`src/rtl/ct_wrr_merge.sv`:
```
// ct_wrr_merge: weighted round-robin merge of RADIX valid/ready packet streams into one.
// Define CT_WRR_MERGE_OREG_EN to put a 2-entry skid buffer on the merged output.
module ct_wrr_merge #(
   parameter int  RADIX   = 4,
   parameter int  WIDTH   = 32,
   parameter int  EOP_LOC = 0,
   parameter int  WBITS   = 4,
   localparam int RADBITS = (RADIX > 2) ? $clog2(RADIX) : 1
) (
   input  logic                   clk,
   input  logic                   reset,
   input  logic [RADIX*WIDTH-1:0] i_data,
   input  logic [RADIX-1:0]       i_valid,
   output logic [RADIX-1:0]       o_ready,
   output logic [WIDTH-1:0]       o_data,
   output logic                   o_valid,
   input  logic                   i_ready,
   input  logic                   cfg_wr,
   input  logic [RADBITS-1:0]     cfg_idx,
   input  logic [WBITS-1:0]       cfg_weight,
   output logic [RADBITS-1:0]     o_cur,
   output logic                   o_granted
);

   typedef enum logic [1:0] {
      S_IDLE = 2'd0,
      S_SOP  = 2'd1,
      S_MID  = 2'd2
   } state_t;

   state_t             r_state, w_state_nxt;
   logic [RADBITS-1:0] r_cur, r_last, w_cur_nxt, w_last_nxt;
   logic [WBITS-1:0]   r_sent, w_sent_nxt, w_sent_inc;
   logic [WBITS-1:0]   r_weight [RADIX];

   logic [WIDTH-1:0]   w_sel_data;
   logic               w_sel_valid, w_fwd_en, w_push_rdy, w_beat, w_eop;
   logic               w_found;
   logic [RADBITS-1:0] w_found_idx;

   assign w_sel_data  = i_data[WIDTH*int'(r_cur) +: WIDTH];
   assign w_sel_valid = i_valid[r_cur];
   assign w_fwd_en    = (r_state != S_IDLE);
   assign w_sent_inc  = r_sent + WBITS'(1);

   // Rotating search starting just after the last input that held the grant.
   always_comb begin
      logic [RADBITS:0]   w_pos;
      logic [RADBITS-1:0] w_idx;
      w_found     = 1'b0;
      w_found_idx = '0;
      w_pos       = '0;
      w_idx       = '0;
      for (int k = 1; k <= RADIX; k++) begin
         w_pos = {1'b0, r_last} + (RADBITS+1)'(k);
         if (w_pos >= (RADBITS+1)'(RADIX)) w_pos = w_pos - (RADBITS+1)'(RADIX);
         w_idx = w_pos[RADBITS-1:0];
         if (!w_found && i_valid[w_idx] && (r_weight[w_idx] != '0)) begin
            w_found     = 1'b1;
            w_found_idx = w_idx;
         end
      end
   end

`ifdef CT_WRR_MERGE_OREG_EN
   logic [WIDTH-1:0] r_buf [2];
   logic             r_wr_ptr, r_rd_ptr;
   logic [1:0]       r_cnt;
   logic             w_pop;

   assign w_push_rdy = (r_cnt != 2'd2);
   assign w_beat     = w_fwd_en && w_sel_valid && w_push_rdy;
   assign o_valid    = (r_cnt != 2'd0);
   assign o_data     = r_buf[r_rd_ptr];
   assign w_pop      = o_valid && i_ready;

   always_ff @(posedge clk) begin
      if (!reset) begin
         r_cnt    <= 2'd0;
         r_wr_ptr <= 1'b0;
         r_rd_ptr <= 1'b0;
      end else begin
         if (w_beat) begin
            r_buf[r_wr_ptr] <= w_sel_data;
            r_wr_ptr        <= ~r_wr_ptr;
         end
         if (w_pop) r_rd_ptr <= ~r_rd_ptr;
         r_cnt <= r_cnt + {1'b0, w_beat} - {1'b0, w_pop};
      end
   end
`else
   assign w_push_rdy = i_ready;
   assign w_beat     = w_fwd_en && w_sel_valid && i_ready;
   assign o_valid    = w_fwd_en && w_sel_valid;
   assign o_data     = w_sel_data;
`endif

   assign w_eop = w_beat && w_sel_data[EOP_LOC];

   // Only the granted input sees ready; it never depends on any i_valid.
   always_comb begin
      o_ready = '0;
      if (w_fwd_en) o_ready[r_cur] = w_push_rdy;
   end

   always_comb begin
      w_state_nxt = r_state;
      w_cur_nxt   = r_cur;
      w_last_nxt  = r_last;
      w_sent_nxt  = r_sent;
      case (r_state)
         S_IDLE: begin
            if (w_found) begin
               w_state_nxt = S_SOP;
               w_cur_nxt   = w_found_idx;
               w_sent_nxt  = '0;
            end
         end
         S_SOP, S_MID: begin
            if ((r_state == S_SOP) && !w_sel_valid) begin
               w_state_nxt = S_IDLE;
               w_last_nxt  = r_cur;
            end else if (w_eop) begin
               // Weight is read at EOP so a mid-packet rewrite takes effect here.
               if (w_sent_inc >= r_weight[r_cur]) begin
                  w_state_nxt = S_IDLE;
                  w_last_nxt  = r_cur;
                  w_sent_nxt  = '0;
               end else begin
                  w_state_nxt = S_SOP;
                  w_sent_nxt  = w_sent_inc;
               end
            end else if (w_beat) begin
               w_state_nxt = S_MID;
            end
         end
         default: w_state_nxt = S_IDLE;
      endcase
   end

   always_ff @(posedge clk) begin
      if (!reset) begin
         r_state <= S_IDLE;
         r_cur   <= '0;
         r_last  <= RADBITS'(RADIX-1);
         r_sent  <= '0;
         for (int i = 0; i < RADIX; i++) r_weight[i] <= WBITS'(1);
      end else begin
         r_state <= w_state_nxt;
         r_cur   <= w_cur_nxt;
         r_last  <= w_last_nxt;
         r_sent  <= w_sent_nxt;
         if (cfg_wr && (int'(cfg_idx) < RADIX)) r_weight[cfg_idx] <= cfg_weight;
      end
   end

   assign o_cur     = r_cur;
   assign o_granted = (r_state != S_IDLE);

endmodule

```
`config.mk`:
```
export PLATFORM = sky130hd
export DESIGN_NAME = ct_wrr_merge
export DESIGN_NICKNAME = d
export VERILOG_FILES = /design/src/rtl/ct_wrr_merge.sv
export SDC_FILE = /design/constraint.sdc
export NUM_CORES = 1
export LEC_CHECK = 0
export CORE_MARGIN = 10
export CORE_UTILIZATION = 30
export DETAILED_ROUTE_END_ITERATION = 16
export MAX_ROUTING_LAYER = met4
export PLACE_DENSITY = 0.72
export SYNTH_ARGS = -nofsm -noshare
export SYNTH_HDL_FRONTEND = slang
export SYNTH_SLANG_ARGS = --single-unit
```
`constraint.sdc`:
```
create_clock -name clk -period 3.1 [get_ports clk]
set_input_delay 0.465 -clock clk [delete_from_list [all_inputs] [get_ports clk]]
set_output_delay 0.465 -clock clk [all_outputs]
set_load 0.1 [all_outputs]
```
==> results.cfg <==
[synth]
ys_seq_area_frac = 0.294
netlist_instances = 205
avgSynthCellArea_um2 = 12.0
yosys_register_bits = 28
synth_ff_type = edfxtp_1
syn-cell-area_um2 = 2450
synth_edf_count = 16
yosys_warnings = 0
ys_types = 43
async_reset_ff_frac = 0
synth_nets = 355

[routing]
ant_nets = 0
drc = 0
drt_iter0_drc = 158
drt-total-wl_um = 11000
drtPass1Iterations = 4
avgViaCountPerCell = 5.30
wl_per_cell_um = 22.5
vias = 2576

[timing]
period_minus_slack_ns = 2.65
max_slew_margin = 0.387
finalHoldViolations = 0
fin_crit_sh = 0.856
fmax_ghz = 0.377
tightest_slew_ns = 0.908
fin_setup_tns_ns = 0
rsz0062_at_grt = no
drv_slew = 0
finalSetupViolations = 0
skew_ns = 0.00342
fin_ws_ns = 0.446

[critical_path]
path_class = flip-flop to flip-flop
reg2reg_to = r_state[0]
setup.worst_path.end_class = flip-flop
startpoint_type = flip-flop
cp-endpoint = r_state[0]
critPathRequiredTime_ns = 3.27
worstPathMaxFanout = 4
arrival_ns = 2.83
reg2reg_depth = 7
r2r_slack_ns = 0.45

[place]
gp_congestion = 0.941
dp_hpwl_um = 9600
dpl_worst_slack_ns = 0.429
numPortBuffers = 181
dp.cells = 481
place_area_um2 = 4340

[floorplan]
die_h_um = 110
die_x_um = 110
core.rowCount = 32
core-area_um2 = 7850
start_util = 0.312
die_area_um2 = 12200
pin_count = 182

[clock_network]
cts_sinks = 28
postCtsSetupBuffers = 0
clk_latency_ns = 0.27
cts_resized = 0
cts_buffers = 3
cts-hold-fix-buffers = 0
clock_path_buffers = 2
cts_tree = built
cts.reportedPaths.clkPinSlew_ns = 0.09
htreeDepth = 1
cts_root_buf = clkbuf_8

[global_route]
grt_pass1_vias = 2614
grt_max_degree = 22
grt_pass1_wl_um = 15100
antenna_found_initial = 1
gr-total-overflow = 0
grt_use_total = 0.166

[layout]
layout_commonest_cell = clkdlybuf4s50_1
fin_area_um2 = 4390
syn_to_final_growth_pct = 79.1
fill_cells = 704
final_cell_mix = 141 x clkdlybuf4s50_1, 40 x buf_4, 37 x mux4_2, 16 x edfxtp_1
layout.nets = 534
final_cells = 486
drive_above_1_share = 0.240

[flow_run]
maxCapViolations = 0

[min_path]
hold_path.class = flip-flop to flip-flop
min_from = r_sent[3]

[outcome]
outcome = finished, final reports clean

[power]
p_leak_nw = 1.62
total_power_w = 0.00402
ir_worst_vdd_v = 0.000339
powerDensity_nw_per_um2 = 917
## per-stage QoR
stage                     hold WS (ns)   util
final                            0.494  0.559
after global routing             0.536  0.559
after CTS                        0.500  0.559
after detailed placement         0.488  0.553
after global placement           0.474  0.553
after floorplan                  0.462      -
## worst min-delay path by stage
stage	end	slack (ns)	depth (start not counted)
4_1_cts	r_sent[3]	0.50	2
3_5_place_dp	r_sent[3]	0.49	2
3_3_place_gp	r_sent[3]	0.47	2
2_1_floorplan	r_sent[3]	0.46	2
5_1_grt	r_sent[3]	0.54	2
6_report	r_sent[3]	0.49	2
## power breakdown
part           internal (W)  switching [W]
Combinational      0.000972        0.00229
Sequential         0.000450       0.000109
Clock             0.0000922       0.000109
## synth_stat cells (2+ instances only)
| cell type | count | area share |
|---|---|---|
| o41ai_1 | 6 | 0.021 |
| clkbuf_1 | 4 | 0.0061 |
| o32ai_1 | 2 | 0.0072 |
| mux2i_1 | 2 | 0.0082 |
| a21oi_1 | 8 | 0.016 |
| a21o_1 | 2 | 0.0061 |
| and3_1 | 6 | 0.015 |
| nor2_1 | 6 | 0.0092 |
| inv_1 | 11 | 0.017 |
| nor3b_1 | 3 | 0.0092 |
| edfxtp_1 | 16 | 0.20 |
| nand2_1 | 9 | 0.014 |
| o21ai_0 | 11 | 0.022 |
| mux4_2 | 37 | 0.34 |
| nand3_1 | 8 | 0.016 |
| buf_2 | 3 | 0.0061 |
| o41a_1 | 4 | 0.018 |
| buf_1 | 4 | 0.0061 |
| ha_1 | 8 | 0.041 |
| nor3_1 | 2 | 0.0041 |
| dfxtp_1 | 12 | 0.098 |
| and2_1 | 11 | 0.028 |
| nand2b_1 | 10 | 0.026 |
## flip-flops by register name (all words and copies together) (netlist names), named ones only
signal and cells:
o_cur 2, r_last 2, r_sent 4, r_state 2
r_weight 16
## cell type report
class / instances / area, um^2 / share of cell area
Inverter: 11 / 41.3 / 0.00941
Tap cell: 102 / 128 / 0.0291
Sequential cell: 28 / 723 / 0.165
Multi-Input combinational cell: 155 / 1660 / 0.378
Antenna cell: 1 / 2.50 / 0.000570
Timing Repair Buffer: 185 / 1790 / 0.408
Clock buffer: 4 / 45.0 / 0.0103
## worst max-delay path, cell delays in order (launching register included)
cell and delay (ns):
dfxtp_1 0.48, mux4_2 0.54, ha_1 0.28, nand2b_1 0.14
a2111o_1 0.45, a211oi_1 0.34, o21bai_1 0.10, o41ai_1 0.24
## cells by family (layout without fill, tap and decap cells)
| family | after synthesis | after routing | share of synthesized area |
|---|---|---|---|
| and+or+nand+nor | 60 | 60 | 0.137 |
| AOI/OAI and AO/OA | 46 | 46 | 0.137 |
| muxes | 39 | 39 | 0.348 |
| DFF | 28 | 28 | 0.294 |
| buffers and inverters | 22 | 200 | 0.0352 |
| adders and majority gates | 8 | 8 | 0.0409 |
| xor gates and xnor gates | 2 | 2 | 0.00715 |
| other | 0 | 1 | 0 |
## routing by layer
metal  up-vias  global-route usage  part of all wire  wire length, um
met2       148               0.299              0.53             5800
met4         0              0.0330             0.016              178
met5         -                   -                 0                0
met1      1215               0.186              0.37             4020
li1       1202                   -                 -                -
met3        11              0.0331             0.088              965
(Power assumes the default switching activity.)
